### src/rtl/register_readback_tx.sv
// ============================================================================
// Module  : register_readback_tx
// Purpose : Framed serial readback of a captured register value
//           (start bit, data LSB first, optional even parity, stop bit).
// Config  : define REGISTER_READBACK_TX_PARITY_EN to insert the parity bit.
// Rev     : 1.0  initial release
// ============================================================================
`default_nettype none

module register_readback_tx #(
   parameter int WIDTH = 8,
   parameter int DIV   = 4
) (
   input  logic             clock,
   input  logic             input_reset_n,
   input  logic [WIDTH-1:0] input_data,
   input  logic             input_start,
   output logic             output_serial,
   output logic             output_busy,
   output logic             output_done
);

   localparam int CW = (DIV > 1) ? $clog2(DIV) : 1;
   localparam int BW = (WIDTH > 1) ? $clog2(WIDTH) : 1;
   localparam logic [CW-1:0] DIV_LAST = CW'(DIV - 1);
   localparam logic [BW-1:0] BIT_LAST = BW'(WIDTH - 1);

   typedef enum logic [2:0] {
      S_IDLE   = 3'd0,
      S_START  = 3'd1,
      S_DATA   = 3'd2,
`ifdef REGISTER_READBACK_TX_PARITY_EN
      S_PARITY = 3'd3,
`endif
      S_STOP   = 3'd4
   } state_t;

   state_t           state;
   logic [WIDTH-1:0] shreg;
   logic [CW-1:0]    clk_cnt;
   logic [BW-1:0]    bit_cnt;
`ifdef REGISTER_READBACK_TX_PARITY_EN
   logic             parity;
`endif

   logic bit_end;
   assign bit_end = (clk_cnt == DIV_LAST);

   always_ff @(posedge clock or negedge input_reset_n) begin
      if (!input_reset_n) begin
         state         <= S_IDLE;
         shreg         <= '0;
         clk_cnt       <= '0;
         bit_cnt       <= '0;
         output_serial <= 1'b1;
         output_busy   <= 1'b0;
         output_done   <= 1'b0;
`ifdef REGISTER_READBACK_TX_PARITY_EN
         parity        <= 1'b0;
`endif
      end else begin
         output_done <= 1'b0;
         case (state)
            S_IDLE: begin
               clk_cnt <= '0;
               bit_cnt <= '0;
               if (input_start) begin
                  shreg         <= input_data;
`ifdef REGISTER_READBACK_TX_PARITY_EN
                  parity        <= ^input_data;
`endif
                  state         <= S_START;
                  output_serial <= 1'b0;
                  output_busy   <= 1'b1;
               end
            end
            default: begin
               if (!bit_end) begin
                  clk_cnt <= clk_cnt + CW'(1);
               end else begin
                  clk_cnt <= '0;
                  case (state)
                     // The shift register always holds the next bit to send in bit 0.
                     S_START: begin
                        state         <= S_DATA;
                        output_serial <= shreg[0];
                        shreg         <= shreg >> 1;
                     end
                     S_DATA: begin
                        if (bit_cnt == BIT_LAST) begin
                           bit_cnt       <= '0;
`ifdef REGISTER_READBACK_TX_PARITY_EN
                           state         <= S_PARITY;
                           output_serial <= parity;
`else
                           state         <= S_STOP;
                           output_serial <= 1'b1;
`endif
                        end else begin
                           bit_cnt       <= bit_cnt + BW'(1);
                           output_serial <= shreg[0];
                           shreg         <= shreg >> 1;
                        end
                     end
`ifdef REGISTER_READBACK_TX_PARITY_EN
                     S_PARITY: begin
                        state         <= S_STOP;
                        output_serial <= 1'b1;
                     end
`endif
                     S_STOP: begin
                        state         <= S_IDLE;
                        output_serial <= 1'b1;
                        output_busy   <= 1'b0;
                        output_done   <= 1'b1;
                     end
                     default: begin
                        // Unreachable encodings recover to idle without a done pulse.
                        state         <= S_IDLE;
                        output_serial <= 1'b1;
                        output_busy   <= 1'b0;
                     end
                  endcase
               end
            end
         endcase
      end
   end

endmodule

`default_nettype wire

### config.mk
export PLATFORM = sky130hd
export DESIGN_NAME = register_readback_tx
export DESIGN_NICKNAME = d
export VERILOG_FILES = /design/src/rtl/register_readback_tx.sv
export SDC_FILE = /design/constraint.sdc
export NUM_CORES = 1
export LEC_CHECK = 0
export CELL_PAD_IN_SITES_DETAIL_PLACEMENT = 0
export CELL_PAD_IN_SITES_GLOBAL_PLACEMENT = 1
export CORE_MARGIN = 4
export CORE_UTILIZATION = 44
export DETAILED_ROUTE_END_ITERATION = 6
export PLACE_DENSITY_LB_ADDON = 0.1
export SYNTH_ARGS = -nofsm -noshare
export SYNTH_HDL_FRONTEND = slang
export SYNTH_SLANG_ARGS = --single-unit
export TNS_END_PERCENT = 5
### constraint.sdc
create_clock -name clock -period 5.15 [get_ports clock]
set_clock_uncertainty 0.1 [all_clocks]
set_input_delay 0.7725 -clock clock [delete_from_list [all_inputs] [get_ports clock]]
set_output_delay 0.7725 -clock clock [all_outputs]
set_load 0.05 [all_outputs]
==> reports/results.txt, run 1 <==
status: completed
post-CTS setup buffer count: 0
unrepaired setup endpoints after global routing: no
Synth-to-Final Area Change: 14.0%
max-cap violations: 0
GRT Resource Usage Total: 12.7%
CP max FO: 2
sequential-to-total area share from yosys stat: 48.6%
Vert. Die Dim: 55.2 um
Sw Ratio: 38.6%
Clock H-tree levels: 1
Std-Cell Rows: 16
flop2flop setup slack: 3300 ps
I/O pin cnt: 14
GRT Residual Overflow: 0
CTS clk-pin slew, worst paths: 100 ps
CTS tree: done
Post-Synth Adder-Cell Area: 3.83%
mux share of post-synthesis cell area: 9.82%
Slew Limit Fails: 0
Yosys top cell by area: dfrtp_1
startpoint types: register
clk buf depth: 2
synthesized instance count: 95
share of Yosys cell area claimed by the top area cell type: 45.9%
ys flop type: dfrtp_1
GPL Wtd Cong: 0.709
Pre-Repair DR Iteration Count: 4
Combinational Power Share: 43.5%
slowest cell delay on critical path: 790 ps
number of global-route vias before repair: 685
# setup viols final: 0
synth warn: 0
Root Buffer: clkbuf_4
CP max-delay cell: clkdlybuf4s50_1
Clock power frac: 13.0%
Final HPWL DP: 1.21 mm
Syn Nets: 109
ant diodes: 0
Initial Util: 48.0%
cts bufs inserted: 3
mapped cell area: 981 um^2
max frequency: 0.399 GHz
Synth Area in XOR/XNOR: 0%
period utilization: 48.6%
main combinational cell family by area after synthesis: compound AO/OA/AOI/OAI gates
worst rel slew slack: 43.3%
power density over cell area: 502 nW/um^2
antenna-violating nets left: 0
critical path data required time: 4280 ps
hold slack: 346 ps
initial antenna violation count: 0
Core Region: 2040 um^2
crit path time final: 2500 ps
setup TNS: 0 ps
overall routed net length: 1.69 mm
worst slack at placement: 2870 ps
first-pass GRT wire length: 3.13 mm
Post-Synth Simple-Gate Area: 13.8%
routed len/inst: 12.7 um
leakage: 0.518 nW
cts hold-fix bufs: 0
setup ws final: 2650 ps
CP Capture Type: primary output
Port Buf Inserts: 13
post-synthesis register bit count: 19
average cell area after synthesis: 10.3 um^2
library cells used by synthesis: 28
worst IR drop on VDD: 0.000294 V
Async SR Flop Fraction: 100%
post-synthesis compound-gate area fraction: 15.9%
Die W: 55.2 um
Pint: 0.345 mW
crit path buf inv count: 1
DR vias/cell: 5.11
commonest non-fill, non-tap cell in the layout: dfrtp_1
drt drc: 0
sequential share of power: 43.5%
Worst-Margin Slew: 848 ps
EDFF count, synth: 0
Psw: 0.217 mW
pin count of the biggest net entering global routing: 20
Clock Latency Late Sink: 290 ps
synth top area cells: dfrtp_1 46%, mux2i_1 7.1%, nor2_1 5.0%
Arr. time, crit path: 1630 ps
# resized after CTS: 0
1st-iter DRT viols: 10
most frequent cells in the layout: 18 x dfrtp_1, 13 x nor2_1, 13 x clkdlybuf4s50_1
WS Path Type: reg2out
die area: 3050 um^2
crit-path cells: clkdlybuf4s50_1
HP Class: reg2reg
delay-heaviest family, CP: buffers and inverters
final hold violation count: 0
DR vias: 679
clock sink total: 19
layout cell share with drive strength beyond 1: 9.43%
Nets: 121
[power by group through the flow]
stage               Combinational (mW)  Clock (mW)  Sequential (mW)
CTS                              0.248      0.0757            0.245
finish                           0.244      0.0729            0.244
detailed placement               0.248           0            0.248
global route                     0.278      0.0850            0.254
global placement                 0.242           0            0.246
floorplan                        0.227           0            0.241
[cell type report]
type	count	area, um^2
Clock buffer	4	26.3
Tap cell	27	33.8
Sequential cell	19	477
Timing Repair Buffer	13	130
Fill cell	192	923
Inverter	7	26.3
Multi-Input combinational cell	63	425
[cell families after synthesis]
group	Yosys count
fa+ha+maj	3
mux	9
compound gates	24
flops	19
simple gates	27
buf+inv	13
[flip-flops by register name, summed over array words and instances (netlist names)]
| signal | count |
|---|---|
| bit_cnt | 3 |
| clk_cnt | 2 |
| output_busy | 1 |
| output_done | 1 |
| output_serial | 1 |
| shreg | 8 |
| state | 3 |
[routing by layer]
layer	track usage, %	share of wire [%]	vias up	wire [um]
met5	0	0	-	0
met4	3.13	0.71	0	12
met3	4.43	4.7	2	79
met2	20.6	48	11	807
met1	16.0	47	314	789
li1	-	-	352	-
[synth_stat cells, types with 2 or more instances]
cell / number
nor2_1: 13
a21oi_1: 9
clkbuf_1: 2
ha_1: 3
dfrtp_1: 18
a22o_1: 3
buf_6: 4
nand2_1: 2
inv_1: 7
and2_1: 2
nand3_1: 4
mux2i_1: 7
o21ai_0: 5
o22ai_1: 2
[per-stage QoR]
| step | util [%] | total power [mW] | cells | cell area [um^2] |
|---|---|---|---|---|
| finish | 54.8 | 0.561 | 133 | 1120 |
| global route | 54.8 | 0.618 | 133 | 1120 |
| CTS | 54.8 | 0.569 | 133 | 1120 |
| global placement | 53.5 | 0.489 | 129 | 1090 |
| detailed placement | 53.5 | 0.496 | 129 | 1090 |
| floorplan | - | 0.469 | 95 | 981 |
[path summary, 6_finish.rpt]
kind | cells past startpoint | endpoint | start
max in group asynchronous | 1 | shreg[6] | input_reset_n
max | 1 | output_serial | output_serial
max reg2reg | 5 | shreg[5] | clk_cnt[0]
min in group asynchronous | 1 | clk_cnt[1] | input_reset_n
min | 1 | clk_cnt[0] | clk_cnt[0]
min reg2reg | 1 | clk_cnt[0] | clk_cnt[0]
No activity file was read; power rests on OpenSTA's default activity.
==> run 2: changes to the inputs <==
--- a/config.mk
+++ b/config.mk
@@ -7,8 +7,9 @@
 export LEC_CHECK = 0
 export CELL_PAD_IN_SITES_DETAIL_PLACEMENT = 0
 export CELL_PAD_IN_SITES_GLOBAL_PLACEMENT = 1
+export CORE_ASPECT_RATIO = 0.5
 export CORE_MARGIN = 4
-export CORE_UTILIZATION = 44
+export CORE_UTILIZATION = 37
 export DETAILED_ROUTE_END_ITERATION = 6
 export PLACE_DENSITY_LB_ADDON = 0.1
 export SYNTH_ARGS = -nofsm -noshare
==> constraint.sdc (replaced) <==
create_clock -name clock -period 2.05 [get_ports clock]
set_clock_uncertainty 0.1 [all_clocks]
set_input_delay 0.3075 -clock clock [delete_from_list [all_inputs] [get_ports clock]]
set_output_delay 0.3075 -clock clock [all_outputs]
set_load 0.05 [all_outputs]
==> reports/results.txt, run 2 (same netlist as run 1, synthesis figures left out) <==
Vert. Die Dim: 44.4 um (-20%)
clk buf depth: 2 (unchanged)
crit-path cells: clkdlybuf4s50_1
GPL Wtd Cong: 0.757 (+6.8%)
Slew Limit Fails: 0 (unchanged)
max-cap violations: 0 (unchanged)
final hold violation count: 0 (unchanged)
critical path data required time: 1640 ps (-2640 ps)
worst IR drop on VDD: 0.000591 V (+100%)
setup ws final: 183 ps (-2460 ps)
delay-heaviest family, CP: buffers and inverters
CP max FO: 4 (+2)
crit path buf inv count: 1 (unchanged)
placed instance count: 139 (+7.8%)
initial antenna violation count: 0 (unchanged)
GRT Resource Usage Total: 12.3% (-0.33 points)
most frequent cells in the layout: 18 x dfrtp_1, 13 x nor2_1, 12 x clkdlybuf4s50_1
1st-iter DRT viols: 79 (+69)
first-pass GRT wire length: 3.38 mm (+8.0%)
worst rel slew slack: 64.7% (+21 points)
overall routed net length: 1.79 mm (+6.3%)
R2R depth: 6 (+1)
drt drc: 0 (unchanged)
Root Buffer: clkbuf_8
Worst-Margin Slew: 527 ps (-320 ps)
Core Region: 2360 um^2 (+15%)
Pre-Repair DR Iteration Count: 4 (unchanged)
Port Buf Inserts: 13 (unchanged)
Top reg by flops: shreg
RR Startpoint: bit_cnt[0]
CP Capture Type: primary output
unrepaired setup endpoints after global routing: no
clock sink total: 19 (unchanged)
period utilization: 91.1%
worst slack at placement: 242 ps (-2630 ps)
flop2flop setup slack: 280 ps (-3020 ps)
pin count of the biggest net entering global routing: 16 (-20%)
antenna-violating nets left: 0 (unchanged)
routed len/inst: 12.5 um (-1.2%)
Worst R2R End: shreg[6]
# resized after CTS: 0 (unchanged)
number of global-route vias before repair: 729 (+6.4%)
I/O pin cnt: 14 (unchanged)
hold slack: 299 ps (-47.2 ps)
crit path time final: 1870 ps
max reg flops: 8 (unchanged)
final core occ: 49.2% (-5.6 points)
Clock Latency Late Sink: 250 ps (-40 ps)
post-CTS setup buffer count: 0 (unchanged)
Top Registers: shreg: 8 flops, bit_cnt: 3 flops, state: 3 flops
CP max-delay cell: clkdlybuf4s50_1
cts bufs inserted: 3 (unchanged)
Die W: 80.8 um (+46%)
final non-filler cell total: 143 (+7.5%)
Std-Cell Rows: 12 (-4)
CTS tree: done
WS Path Type: reg2out
DR vias: 695 (+2.4%)
slowest cell delay on critical path: 820 ps (+30 ps)
die area: 3590 um^2 (+18%)
cts hold-fix bufs: 0 (unchanged)
startpoint types: register
status: completed
power density over cell area: 1280 nW/um^2 (+160%)
Initial Util: 41.6% (-6.4 points)
GRT Residual Overflow: 0 (unchanged)
ant diodes: 0 (unchanged)
leakage: 0.537 nW (+3.7%)
Final HPWL DP: 1.38 mm (+14%)
Nets: 123 (+1.7%)
Synth-to-Final Area Change: 18.2%
Fillers: 235 (+22%)
Clock H-tree levels: 1 (unchanged)
max frequency: 0.536 GHz
DR vias/cell: 4.86 (-4.8%)
commonest non-fill, non-tap cell in the layout: dfrtp_1
CTS clk-pin slew, worst paths: 70 ps (-30 ps)
layout cell share with drive strength beyond 1: 12.0% (+2.6 points)
Arr. time, crit path: 1460 ps (-170 ps)
# setup viols final: 0 (unchanged)
setup TNS: 0 ps (unchanged)
HP Class: in2async
## run 2: area by class of cell
cell class	count	area [um^2]	area share [%]
repair buffers	15	143	12.3
flip-flops and latches	19	477	41.1
clock buffers	4	45.0	3.88
inverters	7	26.3	2.27
multi-input cells	63	425	36.7
well taps	35	43.8	3.78
## run 2: metrics by stage
step                      power (mW)  cell area [um^2]
after floorplan                 1.18               981
after global routing            1.63              1160
final                           1.49              1160
after CTS                       1.51              1160
after global placement          1.22              1110
after detailed placement        1.25              1110
## run 2: layer usage
metal  GRT usage [%]  vias up  routed length (um)
met4            3.03        0                  13
li1                -      354                   -
met2            18.3       11                 803
met5               0        -                   0
met3            4.88        2                  91
met1            16.9      328                 885
## run 2: worst max path at each step
| stage | start | endpoint | cells past startpoint | slack (ps) |
|---|---|---|---|---|
| after floorplan | clk_cnt[0] | shreg[5] | 6 | 440 |
| after global placement | input_start | shreg[1] | 5 | 290 |
| after detailed placement | input_start | shreg[6] | 5 | 240 |
| after CTS | output_busy | output_busy | 1 | 170 |
| after global routing | bit_cnt[0] | shreg[2] | 6 | 100 |
| final | output_busy | output_busy | 1 | 180 |
## run 2: power by group
part	switching (mW)	leakage, nW	internal, mW	total (mW)
combinational	0.336	0.288	0.286	0.622
sequential	0.103	0.227	0.510	0.613
clock	0.115	0.0228	0.138	0.253
total	0.553	0.537	0.934	1.49
==> run 3: changes to the inputs <==
--- a/config.mk
+++ b/config.mk
@@ -12,6 +12,7 @@
 export CORE_UTILIZATION = 37
 export DETAILED_ROUTE_END_ITERATION = 6
 export PLACE_DENSITY_LB_ADDON = 0.1
+export RECOVER_POWER = 100
 export SYNTH_ARGS = -nofsm -noshare
 export SYNTH_HDL_FRONTEND = slang
 export SYNTH_SLANG_ARGS = --single-unit
==> reports/results.txt, run 3 (same netlist as run 1, synthesis figures left out) <==
status: completed
worst rel slew slack: 59.8% (-5.0 points)
overall routed net length: 1.79 mm (-0.17%)
number of global-route vias before repair: 729 (unchanged)
Hold Path Stages: 1
leakage: 0.522 nW (-2.8%)
delay-heaviest family, CP: buffers and inverters
DR vias: 699 (+0.58%)
Initial Util: 41.6% (unchanged)
max-cap violations: 0 (unchanged)
die area: 3590 um^2 (unchanged)
antenna-violating nets left: 0 (unchanged)
worst IR drop on VDD: 0.000588 V (-0.49%)
Std-Cell Rows: 12 (unchanged)
final core occ: 48.4% (-0.85 points)
Psw: 0.548 mW (-0.98%)
Worst-Margin Slew: 606 ps (+78.6 ps)
Vert. Die Dim: 44.4 um (unchanged)
WS Path Type: reg2out
Top Registers: shreg: 8 flops, bit_cnt: 3 flops, state: 3 flops
Combinational Power Share: 40.5% (-1.3 points)
placed inst area: 1110 um^2 (unchanged)
clk buf depth: 2 (unchanged)
Sw Ratio: 37.7% (+0.49 points)
Clock H-tree levels: 1 (unchanged)
Top Layer Used: met4
HP Class: reg2reg
max frequency: 0.519 GHz (-3.2%)
met1 WL: 891 um (+0.68%)
layout cell share with drive strength beyond 1: 7.41% (-4.6 points)
GRT Residual Overflow: 0 (unchanged)
Pint: 0.906 mW (-3.0%)
GRT Resource Usage Total: 12.3% (unchanged)
slowest cell delay on critical path: 890 ps (+70 ps)
startpoint types: register
Pwr Total: 1.45 mW (-2.3%)
Final HPWL DP: 1.38 mm (unchanged)
Arr. time, crit path: 1520 ps (+60 ps)
Pre-Repair DR Iteration Count: 4 (unchanged)
Root Buffer: clkbuf_8
commonest non-fill, non-tap cell in the layout: dfrtp_1
pin count of the biggest net entering global routing: 16 (unchanged)
Finished Cell Area: 1140 um^2 (-1.7%)
most frequent cells in the layout: 18 x dfrtp_1, 13 x nor2_1, 9 x a21oi_1, 9 x clkdlybuf4s50_1
Core Region: 2360 um^2 (unchanged)
# resized after CTS: 0 (unchanged)
CP Capture Type: primary output
post-CTS setup buffer count: 0 (unchanged)
cts hold-fix bufs: 0 (unchanged)
I/O pin cnt: 14 (unchanged)
CP max FO: 4 (unchanged)
drt drc: 0 (unchanged)
max reg flops: 8 (unchanged)
period utilization: 94.0% (+3.0 points)
ant diodes: 0 (unchanged)
Slew Limit Fails: 0 (unchanged)
CTS clk-pin slew, worst paths: 70 ps (about the same)
setup TNS: 0 ps (unchanged)
critical path data required time: 1640 ps (about the same)
crit path time final: 1930 ps (+61.2 ps)
GPL Wtd Cong: 0.757 (unchanged)
clock sink total: 19 (unchanged)
met3 WL: 97 um (+6.6%)
Top reg by flops: shreg
unrepaired setup endpoints after global routing: no
Synth-to-Final Area Change: 16.2%
CP Depth: 1 (unchanged)
crit-path cells: dlygate4sd3_1
Clock power frac: 17.4% (+0.4 points)
first-pass GRT wire length: 3.38 mm (unchanged)
DR vias/cell: 4.89 (+0.58%)
R2R depth: 6 (unchanged)
Nets: 123 (unchanged)
DR WL met2: 788 um (-1.9%)
# setup viols final: 0 (unchanged)
initial antenna violation count: 0 (unchanged)
CTS tree: done
sequential share of power: 42.1% (+0.9 points)
crit path buf inv count: 1 (unchanged)
CP max-delay cell: dlygate4sd3_1
routed len/inst: 12.5 um (-0.17%)
Clock Latency Late Sink: 250 ps (about the same)
Port Buf Inserts: 13 (unchanged)
final hold violation count: 0 (unchanged)
power density over cell area: 1280 nW/um^2 (-0.55%)
1st-iter DRT viols: 59 (-25%)
cts bufs inserted: 3 (unchanged)
Die W: 80.8 um (unchanged)
[run 3: metal layers]
metal / track usage (%) / up-vias
met5: 0 / -
met4: 3.03 / 0
met3: 4.88 / 2
met2: 18.3 / 13
met1: 16.9 / 330
li1: - / 354
[run 3: area by class of cell]
cell class	instances	area, um^2
Fill cell	237	1220
Sequential cell	19	477
Multi-Input combinational cell	63	417
Timing Repair Buffer	15	131
Clock buffer	4	45.0
Tap cell	35	43.8
Inverter	7	26.3
[run 3: power groups by stage]
stage | Combinational (mW) | Clock (mW) | Sequential (mW)
floorplan | 0.571 | 0 | 0.606
global placement | 0.607 | 0 | 0.616
detailed placement | 0.628 | 0 | 0.621
CTS | 0.632 | 0.266 | 0.614
global route | 0.683 | 0.280 | 0.636
finish | 0.589 | 0.252 | 0.612
[run 3: worst reg2reg max path, delay by kind of cell (launching register included)]
kind                       cells  cell delay (ps)
and+or+nand+nor                2              210
AOI/OAI and AO/OA              2              500
adders and majority gates      2              440
DFF                            1              410
[run 3: path summary, 6_finish.rpt]
check                           slack (ps)           from           to
max in group asynchronous              700  input_reset_n     shreg[0]
worst max register to register         310     bit_cnt[0]     shreg[6]
worst min-delay path                   340     clk_cnt[0]   clk_cnt[0]
worst max-delay path                   120    output_busy  output_busy
worst min register to register         340     clk_cnt[0]   clk_cnt[0]
min in group asynchronous              370  input_reset_n   bit_cnt[2]
[run 3: metrics by stage]
step                      hold WS, ps  cells  setup WS [ps]
after floorplan                 -88.1     95            437
after global placement            330    139            287
after detailed placement          332    139            242
after CTS                         316    143            170
after global routing              385    143           51.1
final                             339    143            122
